## config.mk

```make
export PLATFORM = sky130hd
export DESIGN_NAME = lfm_sweep_ctrl
export DESIGN_NICKNAME = d
export VERILOG_FILES = /design/src/rtl/dds_lfm_pkg.sv /design/src/rtl/lfm_sweep_ctrl.sv
export SDC_FILE = /design/constraint.sdc
export NUM_CORES = 1
export LEC_CHECK = 0
export BUFFER_PORTS_ARGS = -buffer_cell sky130_fd_sc_hd__clkbuf_2
export CORE_ASPECT_RATIO = 0.75
export CORE_MARGIN = 2
export CORE_UTILIZATION = 45
export DETAILED_ROUTE_END_ITERATION = 6
export GPL_ROUTABILITY_DRIVEN = 1
export PLACE_DENSITY = 0.67
export RECOVER_POWER = 50
export SETUP_SLACK_MARGIN = 0.05
export SLEW_MARGIN = 20
export SYNTH_ARGS = -nofsm -noshare
export SYNTH_HDL_FRONTEND = slang
export SYNTH_SLANG_ARGS = --single-unit
```

## constraint.sdc

```tcl
create_clock -name clk -period 3.97 [get_ports clk]
set_clock_uncertainty 0.15 [all_clocks]
set_input_delay 0.397 -clock clk [delete_from_list [all_inputs] [get_ports clk]]
set_output_delay 0.397 -clock clk [all_outputs]
set_load 0.05 [all_outputs]
```

## src/rtl/dds_lfm_pkg.sv

```systemverilog
// Shared encodings for the LFM sweep sequencer: sweep modes, FSM states, default FTW width.
`default_nettype none

package dds_lfm_pkg;

  localparam int N_PHASE_DEF = 32;

  localparam logic [1:0] MODE_UP   = 2'd0;
  localparam logic [1:0] MODE_DOWN = 2'd1;
  localparam logic [1:0] MODE_TRI  = 2'd2;
  localparam logic [1:0] MODE_HOLD = 2'd3;

  typedef enum logic [1:0] {
    ST_IDLE   = 2'd0,
    ST_RAMP_A = 2'd1,
    ST_RAMP_B = 2'd2
  } state_e;

endpackage

`default_nettype wire

```

## src/rtl/lfm_sweep_ctrl.sv

```systemverilog
// Sweep sequencer for the DDS chirp stage: emits one FTW per clock for up/down/triangle/hold
// sweeps with burst repeat and abort.
`default_nettype none

module lfm_sweep_ctrl
  import dds_lfm_pkg::*;
#(
  parameter int N_PHASE = N_PHASE_DEF,
  parameter int CNT_W   = 24,
  parameter int REP_W   = 8
) (
  input  logic               clk,
  input  logic               rst_n,
  input  logic               start,
  input  logic               abort,
  input  logic [1:0]         mode,
  input  logic [N_PHASE-1:0] ftw_start,
  input  logic [N_PHASE-1:0] ftw_delta,
  input  logic [CNT_W-1:0]   n_samples,
  input  logic [REP_W-1:0]   n_repeat,
  output logic [N_PHASE-1:0] ftw,
  output logic               ftw_valid,
  output logic               phase_clr,
  output logic               busy,
  output logic               done
);

  state_e             state;
  logic [1:0]         mode_r;
  logic [N_PHASE-1:0] ftw_start_r;
  logic [N_PHASE-1:0] delta_r;
  logic [CNT_W-1:0]   n_r;
  logic [REP_W-1:0]   rep_r;
  logic [CNT_W-1:0]   seg_cnt;
  logic [REP_W-1:0]   rep_cnt;

  logic               seg_last;
  logic               step_down;
  logic [REP_W-1:0]   rep_next;

  assign seg_last  = (seg_cnt == n_r - CNT_W'(1));
  // The falling half of a triangle steps down exactly like a down sweep.
  assign step_down = (state == ST_RAMP_B) || (mode_r == MODE_DOWN);
  assign rep_next  = rep_cnt + REP_W'(1);

  always_ff @(posedge clk or negedge rst_n) begin
    if (!rst_n) begin
      state       <= ST_IDLE;
      mode_r      <= '0;
      ftw_start_r <= '0;
      delta_r     <= '0;
      n_r         <= '0;
      rep_r       <= '0;
      seg_cnt     <= '0;
      rep_cnt     <= '0;
      ftw         <= '0;
      ftw_valid   <= 1'b0;
      phase_clr   <= 1'b0;
      busy        <= 1'b0;
      done        <= 1'b0;
    end else begin
      done      <= 1'b0;
      phase_clr <= 1'b0;
      case (state)
        ST_IDLE: begin
          if (start && !abort) begin
            mode_r      <= mode;
            ftw_start_r <= ftw_start;
            delta_r     <= (mode == MODE_HOLD) ? '0 : ftw_delta;
            n_r         <= (n_samples == '0) ? CNT_W'(1) : n_samples;
            rep_r       <= n_repeat;
            seg_cnt     <= '0;
            rep_cnt     <= '0;
            ftw         <= ftw_start;
            ftw_valid   <= 1'b1;
            phase_clr   <= 1'b1;
            busy        <= 1'b1;
            state       <= ST_RAMP_A;
          end
        end
        ST_RAMP_A, ST_RAMP_B: begin
          if (abort) begin
            state     <= ST_IDLE;
            ftw_valid <= 1'b0;
            busy      <= 1'b0;
          end else if (!seg_last) begin
            seg_cnt <= seg_cnt + CNT_W'(1);
            ftw     <= step_down ? (ftw - delta_r) : (ftw + delta_r);
          end else if (state == ST_RAMP_A && mode_r == MODE_TRI) begin
            // Peak sample is repeated as the first sample of the falling segment.
            state   <= ST_RAMP_B;
            seg_cnt <= '0;
          end else if (rep_r != '0 && rep_next == rep_r) begin
            state     <= ST_IDLE;
            ftw_valid <= 1'b0;
            busy      <= 1'b0;
            done      <= 1'b1;
          end else begin
            rep_cnt   <= rep_next;
            seg_cnt   <= '0;
            ftw       <= ftw_start_r;
            phase_clr <= 1'b1;
            state     <= ST_RAMP_A;
          end
        end
        default: state <= ST_IDLE;
      endcase
    end
  end

endmodule

`default_nettype wire
```

# After elaboration in Yosys (flattened, before gate mapping)
# Cells that the tools add are included.
# W data, S select, Z words.
totals:
  in_bits: 102
  regBits: 167
  wordCells: 95
op_classes:
  n_reduce_logical: 16
  muxes: 44
  eq_ne: 18
  n_addsub: 5
op_table:
  columns: ["op", "count"]
  rows:
  - ["$mux W32", 7]
  - ["$mux W24", 6]
  - ["$pmux W32 S2", 1]
  - ["$pmux W24 S2", 1]
  - ["$mux W8", 5]
  - ["$add A32 B32 Y32", 1]
  - ["$sub A32 B32 Y32", 1]
  - ["$add A24 B1 Y24 const B", 1]
  - ["$eq A24 B24 Y1", 1]
  - ["$logic_not A24 Y1", 1]
  - ["$sub A24 B1 Y24 const B", 1]
  - ["$mux W1", 16]
  - ["$pmux W8 S2", 1]
  - ["$ne A3 B3 Y1 const B", 5]
  - ["$ne A2 B2 Y1 const B", 5]
  - ["$reduce_and A5 Y1", 2]
  - ["$add A8 B1 Y8 const B", 1]
  - ["$eq A8 B8 Y1", 1]
  - ["$mux W2", 4]
  - ["$reduce_bool A8 Y1", 1]
  - ["$eq A2 B2 Y1 const B", 3]
  - ["$reduce_and A6 Y1", 1]
  - ["$eq A2 B1 Y1 const B", 2]
  - ["$ne A4 B4 Y1 const B", 1]
  - ["other kinds (10)", 14]

# Depth between registers and ports, before layout
# Gate-level depths: netlist of the first run.
depth:
  ltp_word: 8
  depth_mapped: 19
  mapped_depth_nobuf: 19

# Least setup slack after synthesis of the first run
# Ideal clock, no wire load.
synth_timing:
  path_type: "register to register"
  startpoint: "register delta_r[9]"
  endpoint: "register ftw[30]"
  path_stages_with_launch: 18
  required_time_ns: 3.677
  synth_period_minus_slack_ns: 4.279
  setup_time_ns: 0.143
  t_arrival_ns: 3.986
  setup_slack_ns: -0.309
  n_path_buf: 1
  cell_sequence: "dfrtp_1 > or4_1 > nor3_1 > and3_1 > nand3b_1 > o21ai_0 > xor2_1 > ha_1 > clkbuf_1 > a21o_1 > a2111oi_0 > o21a_1 > o31a_1 > o31ai_1 > a41o_1 > a31oi_1 > xor2_1 > o221ai_1"
synth_between:
  elab_chain_len: 5
  elab_cells_between_ends: 6
  cone_classes: "2 x add/sub; 4 x mux"
synth_rtl:
  columns: ["item", "line", "rtl"]
  rows:
  - ["start, declared", "lfm_sweep_ctrl.sv:31", "logic [N_PHASE-1:0] delta_r;"]
  - ["start signal, assigned", "lfm_sweep_ctrl.sv:69", "delta_r <= (mode == MODE_HOLD) ? '0 : ftw_delta;"]
  - ["$add A32 B32 Y32 / $sub A32 B32 Y32 (equally long branches)", "lfm_sweep_ctrl.sv:88", "ftw <= step_down ? (ftw - delta_r) : (ftw + delta_r);"]
  - ["$mux W32 *", "lfm_sweep_ctrl.sv:88", null]
  - ["$mux W32 *", "lfm_sweep_ctrl.sv:86", "end else if (!seg_last) begin"]
  - ["$mux W32 *", "lfm_sweep_ctrl.sv:82", "if (abort) begin"]
  - ["$pmux W32 S2 *", "lfm_sweep_ctrl.sv:64", "case (state)"]
  - ["end signal, assigned", "lfm_sweep_ctrl.sv:74", "ftw <= ftw_start;"]
  - ["end signal, assigned", "lfm_sweep_ctrl.sv:88", null]
  - ["end signal, assigned", "lfm_sweep_ctrl.sv:101", "ftw <= ftw_start_r;"]
  - ["end, declared", "lfm_sweep_ctrl.sv:21", "output logic [N_PHASE-1:0] ftw,"]
# Mark *: on every way between the ends. The rest lies on a longest branch, timed or not. The select of a mux whose other input is x is not followed.
# A chain may end at the register's enable or synchronous reset.

# Worst setup path after layout of the first run
layout_timing:
  startpoint: "register delta_r[6]"
  endpoint: "register ftw[28]"
# The elaborated chain is that of the path after synthesis.

==> results by group, run 1 <==
Outcome
  – Outcome: complete, but fails checks
  – Violated checks: max-capacitance violations, max-slew violations, negative setup slack

Global route
  – First-pass GRT wire length: 51.1 mm
  – Largest net degree at the start of global routing: 84
  – GR Util All Layers: 0.248
  – Global route hottest layer: met1
  – Met3 usage: 0.0515
  – Met1 Usage GRT: 0.405
  – Overflow left after global routing: 0
  – Number of global-route vias before repair: 9574
  – GR Util met2: 0.336
  – Initial antenna violation count: 0

Floorplan
  – Initial core utilization: 0.461
  – I/O pins: 138
  – Die width: 186 um
  – # rows: 49
  – CORE AREA: 24200 um2
  – Die extent in y: 140 um
  – DIE AREA: 26100 um2

STA
  – Slew Viols, Final: 68
  – Min Hold Slack: 0.0411 ns
  – RSZ-0062 raised after global routing: yes
  – Worst-Margin Slew: 1.72 ns
  – Period utilisation layout: 1.02
  – Fmax: 248 MHz
  – Final Critical Period: 4.04 ns
  – Worst slew margin: -0.146
  – Final WS setup: -0.0704 ns
  – Final count of negative-setup-slack endpoints: 5
  – Final hold viol count: 0

CTS
  – CTS buffer count: 17
  – Clock Latency Late Sink: 0.44 ns
  – CTS tree: done
  – Reg clk slew, reported paths: 0.07 ns
  – CTS H-Tree Depth: 4
  – Clock Path Buffers: 2
  – Clk sink count: 167
  – Root Buffer: clkbuf_16

Place
  – Post-DP HPWL: 23.9 mm
  – Port Buffer Count: 137
  – Placed Area: 13000 um2
  – Final GP Congestion: 0.959
  – Cell count after placement: 1763

Logic synthesis
  – Syn avg cell area: 9.04 um2
  – Synth unique cells: 75
  – Yosys reg bits: 167
  – Post-synthesis cell area: 11100 um2
  – FFs w/ async S/R, synth: 1.00
  – Primary FF master, synth: dfrtp_1
  – Synth warn: 0
  – EDFF count, synth: 0
  – Synth Instances: 1233
  – Synthesized Nets: 1375
  – Register area share after synthesis: 0.375

Finish
  – Most frequent cells in the layout: dfrtp_1, nand2_1, buf_4, clkbuf_2
  – Diodes inserted: 0
  – Layout Nets: 1619
  – Most common cell after layout, fill and taps aside: dfrtp_1
  – Finished Layout Cells: 1820
  – Fin area: 14200 um2
  – Area Overhead vs Synth: 27.2%
  – Final core occ: 0.587
  – Share of cells above drive strength 1: 0.299

Setup path
  – Worst Setup Path Type: register to register
  – Worst Setup End Kind: register
  – Dominant cell type by count on the critical path: or4_4
  – CP required: 4.13 ns
  – Startpoint Class: register
  – Largest stage delay on the critical path: 0.56 ns
  – Worst-path maximum fanout: 4
  – Worst path bufs/invs: 0
  – Crit path cell chain: or4_4, nor3_4, nand3_2, or4_4, nand2_1, xor2_1, ha_1, a21o_1, a2111oi_4, o21a_1, o31a_1, o31ai_2, a41o_1, xnor2_2, o21ai_1, mux2_2
  – CP Data Arrival Time: 4.20 ns
  – Slowest cell on crit path: or4_4
  – Largest delay share family, worst path: simple AND/OR/NAND/NOR gates

Detailed routing
  – WL/cell: 17.9 um
  – Residual DRC count: 0
  – Via count: 10300
  – First-pass DRT Iterations: 5
  – Vias per cell: 5.66
  – Final ANT Viol Nets: 0
  – Initial DRC count: 682
  – Total Wirelength: 32.6 mm

Min path
  – Class of the worst hold path: primary input to register

Run
  – Max Cap Viol: 1
[cells in the mapped netlist, drive strengths merged (7+ instances only)]
library cell / n / area share
a31oi: 12 / 0.0067
mux2: 71 / 0.072
ha: 39 / 0.044
a21oi: 54 / 0.024
xor2: 41 / 0.032
a21o: 33 / 0.022
inv: 27 / 0.0091
clkbuf: 41 / 0.014
buf: 19 / 0.013
and3: 10 / 0.0056
o31ai: 23 / 0.015
nor2: 100 / 0.034
nor2b: 17 / 0.0095
nand3: 24 / 0.011
or4: 13 / 0.0094
o21ai: 116 / 0.053
nor4: 21 / 0.013
mux2i: 26 / 0.023
a211oi: 28 / 0.019
xnor2: 50 / 0.039
o211ai: 7 / 0.0047
and4: 8 / 0.0063
nor3: 24 / 0.012
nand4: 11 / 0.0067
dfrtp: 167 / 0.37
nand2: 141 / 0.047
nand2b: 14 / 0.0079
or3: 12 / 0.0067
[worst reg2reg max path, cell delays in order, from the launching register on]
cell       delay, ns
dfrtp_1         0.38
or4_4           0.56
nor3_4          0.17
nand3_2         0.10
or4_4           0.50
nand2_1         0.11
xor2_1          0.16
ha_1            0.27
a21o_1          0.23
a2111oi_4       0.05
o21a_1          0.15
o31a_1          0.29
o31ai_2         0.09
a41o_1          0.28
xnor2_2         0.12
o21ai_1         0.07
mux2_2          0.26
[flip-flops by register name (all words and copies together) (netlist names), 2 cells and up]
name,flops
n_r,24
delta_r,32
rep_cnt,8
rep_r,8
ftw,32
state,2
mode_r,2
ftw_start_r,32
seg_cnt,24
[repair_timing]
item,4_1_cts,5_1_grt
buffers inserted,3,21
hold endpoints to repair,64,0
pin swaps,22,51
endpoints found under the setup margin,10,62
resized for setup,17,88
hold buffers,1,0
cloned,0,1
[through the flow]
step | setup slack [ns] | TNS, ns
after global routing | -0.329 | -2.92
final | -0.0704 | -0.191
after detailed placement | -0.152 | -0.652
after floorplan | -0.0631 | -0.0631
after global placement | -0.0430 | -0.112
after CTS | -0.0374 | -0.0945
[metal layers]
metal,share of wire,up-vias
met1,0.52,5001
met2,0.41,300
li1,-,4985
met5,0,-
met4,0.0048,0
met3,0.064,15
[path summary, 6_finish.rpt]
check	startpoint	end	slack, ns	depth (start not counted)
setup reg to reg	delta_r[6]$_DFFE_PN0P_	ftw[28]$_DFFE_PN0P_	-0.07	16
max in group asynchronous	rst_n	delta_r[1]$_DFFE_PN0P_	1.07	3
min in group asynchronous	rst_n	rep_r[1]$_DFFE_PN0P_	0.80	2
hold / removal	n_repeat[6]	rep_r[6]$_DFFE_PN0P_	0.04	2
setup / recovery	delta_r[6]$_DFFE_PN0P_	ftw[28]$_DFFE_PN0P_	-0.07	16
hold reg to reg	ftw_start_r[30]$_DFFE_PN0P_	ftw_start_r[30]$_DFFE_PN0P_	0.35	1
[final cells by class]
| type | count | area (um2) |
|---|---|---|
| Clock buffer | 21 | 470 |
| Clock inverter | 10 | 97.6 |
| Fill cell | 2151 | 9980 |
| Inverter | 27 | 101 |
| Multi-Input combinational cell | 979 | 7060 |
| Sequential cell | 167 | 4180 |
| Tap cell | 331 | 414 |
| Timing Repair Buffer | 285 | 1860 |
[kinds of logic (layout without fill, tap and decap cells)]
logic type | Yosys count | count (layout) | synth area share
adder cells (fa/ha/maj) | 40 | 40 | 0.0456
multiplexers | 97 | 97 | 0.0951
AO/OA/AOI/OAI | 329 | 329 | 0.190
buffers and inverters | 87 | 343 | 0.0357
AND/OR/NAND/NOR | 422 | 422 | 0.187
flip-flops | 167 | 167 | 0.375
XOR/XNOR | 91 | 91 | 0.0715
Power of run 1 is not shown: default switching activity piles up to over one toggle a cycle in this logic, so the estimate is an artifact.
==> run 2: changes to the inputs <==
--- a/config.mk
+++ b/config.mk
@@ -13,7 +13,7 @@
 export GPL_ROUTABILITY_DRIVEN = 1
 export PLACE_DENSITY = 0.67
 export RECOVER_POWER = 50
-export SETUP_SLACK_MARGIN = 0.05
+export SETUP_SLACK_MARGIN = 0.02
 export SLEW_MARGIN = 20
 export SYNTH_ARGS = -nofsm -noshare
 export SYNTH_HDL_FRONTEND = slang
==> run 2 against run 1 <==
The run still ends with max-capacitance violations, max-slew violations, negative setup slack left. Via count is 0.15% lower. Worst setup slack hardly changed. Sequential share of layout area is 0.091 points higher.
==> results by group, run 2 (same netlist as run 1, synthesis figures left out) <==
CTS
  – Reg clk slew, reported paths: 0.07 ns (about the same)
  – Clk sink count: 167 (unchanged)
  – CTS buffer count: 17 (unchanged)
  – Clock Path Buffers: 2 (unchanged)
  – Clock Latency Late Sink: 0.43 ns (about the same)
  – CTS tree: done
  – Root Buffer: clkbuf_16
  – CTS H-Tree Depth: 4 (unchanged)

Global route
  – GR Util All Layers: 0.248 (unchanged)
  – Largest net degree at the start of global routing: 84 (unchanged)
  – Overflow left after global routing: 0 (unchanged)
  – First-pass GRT wire length: 51.1 mm (unchanged)
  – Number of global-route vias before repair: 9575 (+0.010%)
  – Initial antenna violation count: 0 (unchanged)

STA
  – Period utilisation layout: 1.02 (about the same)
  – Fmax: 248 MHz (about the same)
  – Final hold viol count: 0 (unchanged)
  – Final Critical Period: 4.04 ns (-0.000260 ns)
  – Final count of negative-setup-slack endpoints: 6 (+1)
  – Final WS setup: -0.0701 ns (+0.000260 ns)
  – Worst-Margin Slew: 1.70 ns (-0.0167 ns)
  – RSZ-0062 raised after global routing: yes
  – Worst slew margin: -0.134 (+0.0111)
  – Setup_tns: -0.268 ns (-0.0776 ns)
  – Slew Viols, Final: 68 (unchanged)

Outcome
  – Violated checks: max-capacitance violations, max-slew violations, negative setup slack
  – Outcome: complete, but fails checks

Detailed routing
  – Residual DRC count: 0 (unchanged)
  – Met3 WL: 2.32 mm (+11%)
  – First-pass DRT Iterations: 5 (unchanged)
  – Met1 WL: 16.7 mm (-1.6%)
  – Vias per cell: 5.66 (about the same)
  – Via count: 10300 (-0.15%)
  – Final ANT Viol Nets: 0 (unchanged)
  – Initial DRC count: 743 (+8.9%)
  – Met2 wire len: 13.1 mm (-1.4%)
  – Max layer used: met4
  – Total Wirelength: 32.4 mm (-0.63%)
  – WL/cell: 17.8 um (-0.46%)

Floorplan
  – Die width: 186 um (unchanged)
  – I/O pins: 138 (unchanged)
  – Die extent in y: 140 um (unchanged)
  – # rows: 49 (unchanged)
  – DIE AREA: 26100 um2 (unchanged)
  – Initial core utilization: 0.461 (unchanged)
  – CORE AREA: 24200 um2 (unchanged)

Setup path
  – CP required: 4.13 ns (about the same)
  – Largest stage delay on the critical path: 0.56 ns (about the same)
  – Worst Setup End Kind: register
  – Startpoint Class: register
  – FF-to-FF setup slack: -0.07 ns (about the same)
  – CP Data Arrival Time: 4.20 ns (about the same)
  – Worst-path maximum fanout: 4 (unchanged)
  – Dominant cell type by count on the critical path: or4_4
  – Reg-to-Reg Start: delta_r[6]$_DFFE_PN0P_
  – Slowest cell on crit path: or4_4
  – Worst Setup Path Type: register to register
  – Worst reg-to-reg path cell count: 16 (unchanged)
  – Crit path cell chain: or4_4, nor3_4, nand3_2, or4_4, nand2_1, xor2_1, ha_1, a21o_1, a2111oi_4, o21a_1, o31a_1, o31ai_2, a41o_1, xnor2_2, o21ai_1, mux2_2
  – Reg-to-reg endpoint: ftw[28]$_DFFE_PN0P_

Min path
  – Hold endpoint: rep_r[6]$_DFFE_PN0P_
  – Class of the worst hold path: primary input to register
  – Hold Crit Depth: 2 (unchanged)
  – Startpoint of the worst hold path: n_repeat[6]

Place
  – Port Buffer Count: 137 (unchanged)
  – Final GP Congestion: 0.959 (unchanged)
  – Post-DP HPWL: 23.9 mm (unchanged)

Finish
  – Most frequent cells in the layout: dfrtp_1, nand2_1, buf_4, clkbuf_2, o21ai_0
  – Diodes inserted: 0 (unchanged)
  – Top flop regs: delta_r x32, ftw x32, ftw_start_r x32
  – Most common cell after layout, fill and taps aside: dfrtp_1
  – Fillcell total: 2156 (+0.23%)
  – Layout Nets: 1616 (-0.19%)
  – Share of cells above drive strength 1: 0.295 (-0.00343)
  – Area Overhead vs Synth: 26.8%

Run
  – Max Cap Viol: 1 (unchanged)
==> run 2: worst max-delay path by stage <==
| stage | to | cells past startpoint | from | slack (ns) |
|---|---|---|---|---|
| final | ftw[28]$_DFFE_PN0P_ | 16 | delta_r[6]$_DFFE_PN0P_ | -0.07 |
| after global routing | ftw[26]$_DFFE_PN0P_ | 17 | delta_r[6]$_DFFE_PN0P_ | -0.32 |
| after CTS | ftw[30]$_DFFE_PN0P_ | 17 | delta_r[6]$_DFFE_PN0P_ | -0.04 |
| after detailed placement | ftw[27]$_DFFE_PN0P_ | 15 | delta_r[9]$_DFFE_PN0P_ | -0.15 |
| after global placement | ftw[27]$_DFFE_PN0P_ | 16 | delta_r[9]$_DFFE_PN0P_ | -0.04 |
| after floorplan | ftw[31]$_DFFE_PN0P_ | 16 | delta_r[9]$_DFFE_PN0P_ | -0.06 |
==> run 2: final cells by class <==
type / instances / area, um2 / area share
flip-flops and latches: 167 / 4180 / 0.296
multi-input cells: 979 / 7040 / 0.498
clock buffers: 21 / 470 / 0.0333
clock inverters: 10 / 97.6 / 0.00690
well taps: 331 / 414 / 0.0293
inverters: 27 / 101 / 0.00717
repair buffers: 282 / 1830 / 0.130
==> run 2: routing by layer <==
layer / up-vias / global-route usage
met5: - / 0
met4: 0 / 0.0414
met3: 13 / 0.0515
met2: 344 / 0.336
met1: 4951 / 0.405
li1: 4978 / -
==> run 2: critical path: cells and delay by family (launching register included) <==
kind / cells / cell delay (ns)
simple gates: 5 / 1.43
xor+xnor: 2 / 0.28
flops: 1 / 0.38
compound gates: 7 / 1.15
mux: 1 / 0.26
fa+ha+maj: 1 / 0.28
==> run 2: through the flow <==
| step | area (um2) | setup slack, ns | hold slack (ns) | utilization | std cells |
|---|---|---|---|---|---|
| final | 14100 | -0.0701 | 0.0419 | 0.585 | 1817 |
| after floorplan | 11200 | -0.0631 | -0.0486 | - | 1233 |
| after global placement | 13000 | -0.0430 | 0.293 | 0.539 | 1763 |
| after CTS | 13700 | -0.0374 | 0.0248 | 0.567 | 1798 |
| after detailed placement | 13000 | -0.152 | 0.293 | 0.539 | 1763 |
| after global routing | 14100 | -0.322 | 0.0329 | 0.585 | 1817 |
==> run 2: repair_timing <==
item | 4_1_cts | 5_1_grt
pin swaps | 22 | 45
cloned | 0 | 1
gates resized for setup | 17 | 83
hold buffers | 1 | 0
buffers inserted | 3 | 18
endpoints found under the hold margin | 64 | 0
setup endpoints to repair | 9 | 59
Power of run 2 is left out for the same reason.
